<file path="config.mk">
export PLATFORM = sky130hd
export DESIGN_NAME = punc_control_fsm_flat
export DESIGN_NICKNAME = d
export VERILOG_FILES = /design/src/rtl/punc_control_fsm_if.sv /design/src/rtl/punc_control_fsm.sv /design/src/flat_wrapper.sv
export SDC_FILE = /design/constraint.sdc
export NUM_CORES = 1
export LEC_CHECK = 0
export ABC_AREA = 1
export CAP_MARGIN = 30
export CORE_MARGIN = 3
export CORE_UTILIZATION = 34
export DETAILED_ROUTE_END_ITERATION = 8
export PLACE_DENSITY = 0.93
export REMOVE_ABC_BUFFERS = 1
export SLEW_MARGIN = 20
export SYNTH_ARGS = -nofsm -noshare
export SYNTH_HDL_FRONTEND = slang
export SYNTH_SLANG_ARGS = --single-unit
</file>
<file path="constraint.sdc">
create_clock -name clk -period 2.4 [get_ports clk]
set_input_delay 0.48 -clock clk [delete_from_list [all_inputs] [get_ports clk]]
set_output_delay 0.48 -clock clk [all_outputs]
set_load 0.03 [all_outputs]
</file>
<file path="src/rtl/punc_control_fsm_if.sv">
// Control bundle between the PUnC sequencer (master) and the PUnC datapath (slave).
// PUNC_ILLEGAL_TRAP_EN adds the sticky illegal_op flag to the bundle.
interface punc_control_fsm_if;
    logic [15:0] ir;
    logic        flag_n;
    logic        flag_z;
    logic        flag_p;
    logic        pc_ld;
    logic        pc_inc;
    logic        pc_clr;
    logic        pc_data_sel;
    logic        pc_add_sel;
    logic        ir_ld;
    logic [1:0]  addr_mem_sel;
    logic        w_en_mem;
    logic        store_ld;
    logic [2:0]  r_addr_0_rf;
    logic [2:0]  r_addr_1_rf;
    logic [2:0]  w_addr_rf;
    logic [1:0]  w_rf_sel;
    logic        w_en_rf;
    logic        a_sel;
    logic        b_sel;
    logic [1:0]  sext_sel;
    logic [1:0]  alu_sel;
    logic        nzp_sel;
    logic        nzp_ld;
    logic        halted;
    logic [2:0]  state_dbg;
`ifdef PUNC_ILLEGAL_TRAP_EN
    logic        illegal_op;
`endif

    modport master (
        input  ir, flag_n, flag_z, flag_p,
        output
`ifdef PUNC_ILLEGAL_TRAP_EN
               illegal_op,
`endif
               pc_ld, pc_inc, pc_clr, pc_data_sel, pc_add_sel, ir_ld,
               addr_mem_sel, w_en_mem, store_ld,
               r_addr_0_rf, r_addr_1_rf, w_addr_rf, w_rf_sel, w_en_rf,
               a_sel, b_sel, sext_sel, alu_sel, nzp_sel, nzp_ld,
               halted, state_dbg
    );

    modport slave (
        output ir, flag_n, flag_z, flag_p,
        input
`ifdef PUNC_ILLEGAL_TRAP_EN
               illegal_op,
`endif
               pc_ld, pc_inc, pc_clr, pc_data_sel, pc_add_sel, ir_ld,
               addr_mem_sel, w_en_mem, store_ld,
               r_addr_0_rf, r_addr_1_rf, w_addr_rf, w_rf_sel, w_en_rf,
               a_sel, b_sel, sext_sel, alu_sel, nzp_sel, nzp_ld,
               halted, state_dbg
    );
endinterface

</file>
<file path="src/rtl/punc_control_fsm.sv">
// PUnC LC3 fetch/decode/execute sequencer; datapath controls decode combinationally from state and ir.
// Optional macro PUNC_ILLEGAL_TRAP_EN: opcodes 1000/1101 halt and raise sticky illegal_op.
module punc_control_fsm #(
    parameter int OPC_W = 4
) (
    input logic               clk,
    input logic               rst,
    punc_control_fsm_if.master ctl
);
    typedef enum logic [2:0] {
        S_INIT   = 3'd0,
        S_FETCH  = 3'd1,
        S_DECODE = 3'd2,
        S_EXEC   = 3'd3,
        S_EXEC2  = 3'd4,
        S_HALT   = 3'd5
    } state_t;

    localparam logic [OPC_W-1:0] OP_BR   = 4'b0000;
    localparam logic [OPC_W-1:0] OP_ADD  = 4'b0001;
    localparam logic [OPC_W-1:0] OP_LD   = 4'b0010;
    localparam logic [OPC_W-1:0] OP_ST   = 4'b0011;
    localparam logic [OPC_W-1:0] OP_JSR  = 4'b0100;
    localparam logic [OPC_W-1:0] OP_AND  = 4'b0101;
    localparam logic [OPC_W-1:0] OP_LDR  = 4'b0110;
    localparam logic [OPC_W-1:0] OP_STR  = 4'b0111;
    localparam logic [OPC_W-1:0] OP_RSV8 = 4'b1000;
    localparam logic [OPC_W-1:0] OP_NOT  = 4'b1001;
    localparam logic [OPC_W-1:0] OP_LDI  = 4'b1010;
    localparam logic [OPC_W-1:0] OP_STI  = 4'b1011;
    localparam logic [OPC_W-1:0] OP_JMP  = 4'b1100;
    localparam logic [OPC_W-1:0] OP_RSVD = 4'b1101;
    localparam logic [OPC_W-1:0] OP_LEA  = 4'b1110;
    localparam logic [OPC_W-1:0] OP_TRAP = 4'b1111;

    state_t           state_q, state_d;
    logic [OPC_W-1:0] opc;
    logic [2:0]       dst, base;
    logic             illegal_hit;
    logic             unused_ir;

    assign opc       = ctl.ir[15:12];
    assign dst       = ctl.ir[11:9];
    assign base      = ctl.ir[8:6];
    assign unused_ir = ^ctl.ir[4:3];

`ifdef PUNC_ILLEGAL_TRAP_EN
    assign illegal_hit = (opc == OP_RSV8) || (opc == OP_RSVD);
`else
    assign illegal_hit = 1'b0;
`endif

    always_comb begin
        state_d = state_q;
        case (state_q)
            S_INIT:   state_d = S_FETCH;
            S_FETCH:  state_d = S_DECODE;
            S_DECODE: state_d = ((opc == OP_TRAP) || illegal_hit) ? S_HALT : S_EXEC;
            S_EXEC:   state_d = ((opc == OP_LDI) || (opc == OP_STI)) ? S_EXEC2 : S_FETCH;
            S_EXEC2:  state_d = S_FETCH;
            S_HALT:   state_d = S_HALT;
            default:  state_d = S_INIT;
        endcase
    end

`ifdef PUNC_ILLEGAL_TRAP_EN
    logic illegal_q, illegal_d;
    assign illegal_d      = illegal_q | ((state_q == S_DECODE) && illegal_hit);
    assign ctl.illegal_op = illegal_q;
`endif

    always_ff @(posedge clk or negedge rst) begin
        if (!rst) begin
            state_q   <= S_INIT;
`ifdef PUNC_ILLEGAL_TRAP_EN
            illegal_q <= 1'b0;
`endif
        end else begin
            state_q   <= state_d;
`ifdef PUNC_ILLEGAL_TRAP_EN
            illegal_q <= illegal_d;
`endif
        end
    end

    assign ctl.state_dbg = state_q;
    assign ctl.halted    = (state_q == S_HALT);

    always_comb begin
        ctl.pc_ld        = 1'b0;
        ctl.pc_inc       = 1'b0;
        ctl.pc_clr       = 1'b0;
        ctl.pc_data_sel  = 1'b0;
        ctl.pc_add_sel   = 1'b0;
        ctl.ir_ld        = 1'b0;
        ctl.addr_mem_sel = 2'd0;
        ctl.w_en_mem     = 1'b0;
        ctl.store_ld     = 1'b0;
        ctl.r_addr_0_rf  = 3'd0;
        ctl.r_addr_1_rf  = 3'd0;
        ctl.w_addr_rf    = 3'd0;
        ctl.w_rf_sel     = 2'd0;
        ctl.w_en_rf      = 1'b0;
        ctl.a_sel        = 1'b0;
        ctl.b_sel        = 1'b0;
        ctl.sext_sel     = 2'd0;
        ctl.alu_sel      = 2'd0;
        ctl.nzp_sel      = 1'b0;
        ctl.nzp_ld       = 1'b0;
        case (state_q)
            S_INIT: ctl.pc_clr = 1'b1;
            S_FETCH: begin
                ctl.ir_ld  = 1'b1;
                ctl.pc_inc = 1'b1;
            end
            S_EXEC: begin
                case (opc)
                    OP_ADD, OP_AND, OP_NOT: begin
                        ctl.w_addr_rf   = dst;
                        ctl.r_addr_0_rf = base;
                        ctl.r_addr_1_rf = ctl.ir[2:0];
                        ctl.a_sel       = 1'b1;
                        ctl.b_sel       = ctl.ir[5];
                        ctl.w_rf_sel    = 2'd2;
                        ctl.w_en_rf     = 1'b1;
                        ctl.nzp_ld      = 1'b1;
                        ctl.alu_sel     = (opc == OP_AND) ? 2'd1 : (opc == OP_NOT) ? 2'd3 : 2'd0;
                    end
                    OP_BR: begin
                        ctl.pc_ld      = (ctl.ir[11] & ctl.flag_n) | (ctl.ir[10] & ctl.flag_z)
                                       | (ctl.ir[9] & ctl.flag_p);
                        ctl.pc_add_sel = 1'b1;
                    end
                    OP_JMP: begin
                        ctl.r_addr_0_rf = base;
                        ctl.pc_data_sel = 1'b1;
                        ctl.pc_ld       = 1'b1;
                    end
                    OP_JSR: begin
                        // R7 is read (JSRR base) and written on the same edge; the RF returns the old value.
                        ctl.w_addr_rf = 3'd7;
                        ctl.w_en_rf   = 1'b1;
                        ctl.pc_ld     = 1'b1;
                        if (!ctl.ir[11]) begin
                            ctl.r_addr_0_rf = base;
                            ctl.pc_data_sel = 1'b1;
                        end
                    end
                    OP_LD, OP_LDR, OP_LEA, OP_ST, OP_STR, OP_LDI, OP_STI: begin
                        ctl.b_sel = 1'b1;
                        if ((opc == OP_LDR) || (opc == OP_STR)) begin
                            ctl.a_sel       = 1'b1;
                            ctl.r_addr_0_rf = base;
                            ctl.sext_sel    = 2'd1;
                        end else begin
                            ctl.sext_sel    = 2'd2;
                        end
                        if ((opc == OP_LD) || (opc == OP_LDR)) begin
                            ctl.addr_mem_sel = 2'd1;
                            ctl.w_addr_rf    = dst;
                            ctl.w_rf_sel     = 2'd1;
                            ctl.w_en_rf      = 1'b1;
                            ctl.nzp_sel      = 1'b1;
                            ctl.nzp_ld       = 1'b1;
                        end else if (opc == OP_LEA) begin
                            ctl.w_addr_rf    = dst;
                            ctl.w_rf_sel     = 2'd2;
                            ctl.w_en_rf      = 1'b1;
                            ctl.nzp_ld       = 1'b1;
                        end else if ((opc == OP_ST) || (opc == OP_STR)) begin
                            ctl.addr_mem_sel = 2'd1;
                            ctl.r_addr_1_rf  = dst;
                            ctl.w_en_mem     = 1'b1;
                        end else begin
                            ctl.addr_mem_sel = 2'd1;
                            ctl.store_ld     = 1'b1;
                        end
                    end
                    default: ;
                endcase
            end
            S_EXEC2: begin
                // Second access goes to the pointer captured in the store register.
                ctl.addr_mem_sel = 2'd2;
                if (opc == OP_LDI) begin
                    ctl.w_addr_rf = dst;
                    ctl.w_rf_sel  = 2'd1;
                    ctl.w_en_rf   = 1'b1;
                    ctl.nzp_sel   = 1'b1;
                    ctl.nzp_ld    = 1'b1;
                end else begin
                    ctl.r_addr_1_rf = dst;
                    ctl.w_en_mem    = 1'b1;
                end
            end
            default: ;
        endcase
    end
endmodule

</file>
<file path="src/flat_wrapper.sv">
// flat-port wrapper written by rule: the top's interface ports become plain ports
module punc_control_fsm_flat 
#(
    parameter int OPC_W = 4
)
  (clk, rst, ctl_ir, ctl_flag_n, ctl_flag_z, ctl_flag_p, ctl_pc_ld, ctl_pc_inc, ctl_pc_clr, ctl_pc_data_sel, ctl_pc_add_sel, ctl_ir_ld, ctl_addr_mem_sel, ctl_w_en_mem, ctl_store_ld, ctl_r_addr_0_rf, ctl_r_addr_1_rf, ctl_w_addr_rf, ctl_w_rf_sel, ctl_w_en_rf, ctl_a_sel, ctl_b_sel, ctl_sext_sel, ctl_alu_sel, ctl_nzp_sel, ctl_nzp_ld, ctl_halted, ctl_state_dbg);
  punc_control_fsm_if ctl_i ();
  input logic clk;
  input logic rst;
  input wire logic [$bits(ctl_i.ir)-1:0] ctl_ir;
  input wire logic [$bits(ctl_i.flag_n)-1:0] ctl_flag_n;
  input wire logic [$bits(ctl_i.flag_z)-1:0] ctl_flag_z;
  input wire logic [$bits(ctl_i.flag_p)-1:0] ctl_flag_p;
  output wire logic [$bits(ctl_i.pc_ld)-1:0] ctl_pc_ld;
  output wire logic [$bits(ctl_i.pc_inc)-1:0] ctl_pc_inc;
  output wire logic [$bits(ctl_i.pc_clr)-1:0] ctl_pc_clr;
  output wire logic [$bits(ctl_i.pc_data_sel)-1:0] ctl_pc_data_sel;
  output wire logic [$bits(ctl_i.pc_add_sel)-1:0] ctl_pc_add_sel;
  output wire logic [$bits(ctl_i.ir_ld)-1:0] ctl_ir_ld;
  output wire logic [$bits(ctl_i.addr_mem_sel)-1:0] ctl_addr_mem_sel;
  output wire logic [$bits(ctl_i.w_en_mem)-1:0] ctl_w_en_mem;
  output wire logic [$bits(ctl_i.store_ld)-1:0] ctl_store_ld;
  output wire logic [$bits(ctl_i.r_addr_0_rf)-1:0] ctl_r_addr_0_rf;
  output wire logic [$bits(ctl_i.r_addr_1_rf)-1:0] ctl_r_addr_1_rf;
  output wire logic [$bits(ctl_i.w_addr_rf)-1:0] ctl_w_addr_rf;
  output wire logic [$bits(ctl_i.w_rf_sel)-1:0] ctl_w_rf_sel;
  output wire logic [$bits(ctl_i.w_en_rf)-1:0] ctl_w_en_rf;
  output wire logic [$bits(ctl_i.a_sel)-1:0] ctl_a_sel;
  output wire logic [$bits(ctl_i.b_sel)-1:0] ctl_b_sel;
  output wire logic [$bits(ctl_i.sext_sel)-1:0] ctl_sext_sel;
  output wire logic [$bits(ctl_i.alu_sel)-1:0] ctl_alu_sel;
  output wire logic [$bits(ctl_i.nzp_sel)-1:0] ctl_nzp_sel;
  output wire logic [$bits(ctl_i.nzp_ld)-1:0] ctl_nzp_ld;
  output wire logic [$bits(ctl_i.halted)-1:0] ctl_halted;
  output wire logic [$bits(ctl_i.state_dbg)-1:0] ctl_state_dbg;
  assign ctl_i.ir = ctl_ir;
  assign ctl_i.flag_n = ctl_flag_n;
  assign ctl_i.flag_z = ctl_flag_z;
  assign ctl_i.flag_p = ctl_flag_p;
  assign ctl_pc_ld = ctl_i.pc_ld;
  assign ctl_pc_inc = ctl_i.pc_inc;
  assign ctl_pc_clr = ctl_i.pc_clr;
  assign ctl_pc_data_sel = ctl_i.pc_data_sel;
  assign ctl_pc_add_sel = ctl_i.pc_add_sel;
  assign ctl_ir_ld = ctl_i.ir_ld;
  assign ctl_addr_mem_sel = ctl_i.addr_mem_sel;
  assign ctl_w_en_mem = ctl_i.w_en_mem;
  assign ctl_store_ld = ctl_i.store_ld;
  assign ctl_r_addr_0_rf = ctl_i.r_addr_0_rf;
  assign ctl_r_addr_1_rf = ctl_i.r_addr_1_rf;
  assign ctl_w_addr_rf = ctl_i.w_addr_rf;
  assign ctl_w_rf_sel = ctl_i.w_rf_sel;
  assign ctl_w_en_rf = ctl_i.w_en_rf;
  assign ctl_a_sel = ctl_i.a_sel;
  assign ctl_b_sel = ctl_i.b_sel;
  assign ctl_sext_sel = ctl_i.sext_sel;
  assign ctl_alu_sel = ctl_i.alu_sel;
  assign ctl_nzp_sel = ctl_i.nzp_sel;
  assign ctl_nzp_ld = ctl_i.nzp_ld;
  assign ctl_halted = ctl_i.halted;
  assign ctl_state_dbg = ctl_i.state_dbg;
  punc_control_fsm #(.OPC_W(OPC_W)) u_core (.clk(clk), .rst(rst), .ctl(ctl_i));
endmodule
</file>
==> flow_summary.ini <==
[timing]
tightest_slew_ns = 0.413
period_share = 0.943
setup_viol_count_final = 0
rsz0062_at_grt = false
hold_viol_final = 0
drv_slew = 0
period_needed_ns = 2.26
finClkSkew_ns = 0.000159
max_slew_margin = 0.724
timing.fmax_mhz = 442

[die]
die_area_um2 = 2490
die_w_um = 49.9
initial_core_util = 0.372
die_h_um = 49.9
rows = 15
ios = 55
fp.coreArea_um2 = 1760

[power_and_ir_drop]
pwr-share-comb = 0.794
power_switching_w = 0.000520
clkPwrFrac = 0.099
pwr-share-seq = 0.107
peakVddDrop_v = 0.000558
power.density_nw_per_um2 = 727
p_leak_nw = 0.708
intPower_w = 0.000397
switching_share = 0.567

[yosys]
synth_seq_cells = 3
ys_seq_area_frac = 0.115
syn_area_um2 = 656
yosysWarnings = 0
synthCells = 134
synth_cell_types = 19
synth_area_per_cell_um2 = 4.89

[setup_path]
critPathLaunchType = primary input
criticalPathCategory = in2out
end_kind = output pin
timing.rr.start = u_core.ctl.state_dbg[2]
timing.rr.end = u_core.ctl.state_dbg[2]
reg2reg_depth = 5
r2r_setup_slack_ns = 1.18
path_max_fanout = 6
crit_arrival_ns = 1.78
cp.required_ns = 1.92

[layout]
utilization = 0.715
syn_to_final_growth_pct = 92.4
nets = 221
drive_gt1_frac = 0.286
final_common_cell = nand2_1
final_cell_mix = nand2_1, buf_4, clkdlybuf4s50_1, nor2_1, nand3_1
largest_register_ffs = 3
num_antenna_cells = 0
multi_input_area_um2 = 520
n_fill_cell = 164
stdcell_count = 224
regArea_um2 = 75.1

[cts]
htree_levels = 1
cts_tree = yes
clk_latency_ns = 0.23
clkTransAtPathRegs_ns = 0.04
cts_buffers = 3
clockBufferDepth = 2
root_buffer = clkbuf_4
cts.sinks = 3

[grt]
grt_max_degree = 14
grt_use_total = 0.242
grtUsageMet1 = 0.249
gr-usage-met3 = 0.0665
grt_pass1_wl_um = 4780
grt_pass1_vias = 1125
grt_overflow = 0
grtUsageMet2 = 0.436
top_usage_layer = met2
grt_antenna_before_repair = 0

[drt]
num_vias = 1136
drt_iter0_markers = 22
postRouteAntennaNets = 0
drc_errors = 0
wire_per_inst_um = 13.1
first_pass_iters = 4
vias_per_cell = 5.07
totalWireLength_um = 2930

[placed_design]
portBuffers = 52
dp_hpwl_um = 2250
place_inst = 216
routabilityCongestion = 0.827

[job]
cap_viol_max_count = 0

[hold_path]
hold_path.class = in2async

[outcome]
outcome = finished, final reports clean
worst max path at each step:
stage / from / end / depth (start not counted)
CTS: ctl_ir[15] / ctl_r_addr_1_rf[2] / 7
floorplan: u_core.ctl.state_dbg[2] / ctl_sext_sel[1] / 5
detailed placement: ctl_ir[13] / ctl_r_addr_0_rf[2] / 9
finish: ctl_ir[13] / ctl_w_en_rf / 10
global route: ctl_ir[13] / ctl_w_en_rf / 10
global placement: ctl_ir[13] / ctl_r_addr_0_rf[1] / 9
through the flow:
stage	hold WS [ns]	cell area, um2	TNS, ns	setup slack [ns]	total power (W)
after global routing	0.436	1260	0	0.0350	0.000975
after CTS	0.431	1240	0	0.00817	0.000916
after global placement	0.565	1180	0	0.00337	0.000793
after detailed placement	0.588	1180	-0.117	-0.0552	0.000816
final	0.432	1260	0	0.137	0.000917
after floorplan	0.184	628	-0.175	-0.175	0.000505
per-layer routing:
layer	part of all wire	wire [um]
met5	0	0
met4	0.030	88
met3	0.069	203
met2	0.52	1520
met1	0.38	1120
synthesized netlist by cell type:
master    instances  share of area
a21oi_1           1         0.0076
o21ai_0           5          0.038
nor2_4            1          0.017
nand2_1          52           0.30
inv_1            10          0.057
nor3_1            4          0.031
dfrtp_1           3           0.11
inv_2             5          0.029
nand3_1          14           0.11
nand3_2           1          0.015
nor2_2            2          0.019
o211ai_1          4          0.046
nand2_2           2          0.019
buf_2             1         0.0076
o22ai_1           1         0.0095
nor2_1           22           0.13
o21ai_1           2          0.015
buf_4             3          0.034
a31oi_1           1         0.0095
kinds of logic after synthesis:
group,after synthesis,synth area share
DFF,3,0.115
and+or+nand+nor,98,0.632
AOI/OAI and AO/OA,14,0.126
buffers and inverters,19,0.128
cell type report:
type                    instances  area share
repair buffers                 64       0.437
multi-input cells             113       0.413
flip-flops and latches          3      0.0595
inverters                      15      0.0446
well taps                      25      0.0248
clock buffers                   4      0.0208
what timing repair did:
item                       CTS  global route
gates resized for setup      2             7
pin swaps                    1             2
hold buffers                 0             0
cloned                       1             0
setup buffers                3             0
setup endpoints to repair    4            15
power by group through the flow:
stage	combinational [W]	clock (W)	sequential, W
after floorplan	0.000370	0	0.000134
after global placement	0.000697	0	0.0000961
after detailed placement	0.000716	0	0.0000995
after CTS	0.000725	0.0000930	0.0000986
after global routing	0.000774	0.000100	0.000102
final	0.000728	0.0000905	0.0000984
worst max-delay path, cell delays in order:
cell	delay [ns]
dlygate4sd2_1	0.31
inv_2	0.13
nand2_2	0.10
buf_4	0.16
o21ai_0	0.16
inv_1	0.08
nand2_1	0.06
nand2_1	0.05
nand2_1	0.09
buf_4	0.16
(Power assumes the default switching activity.)
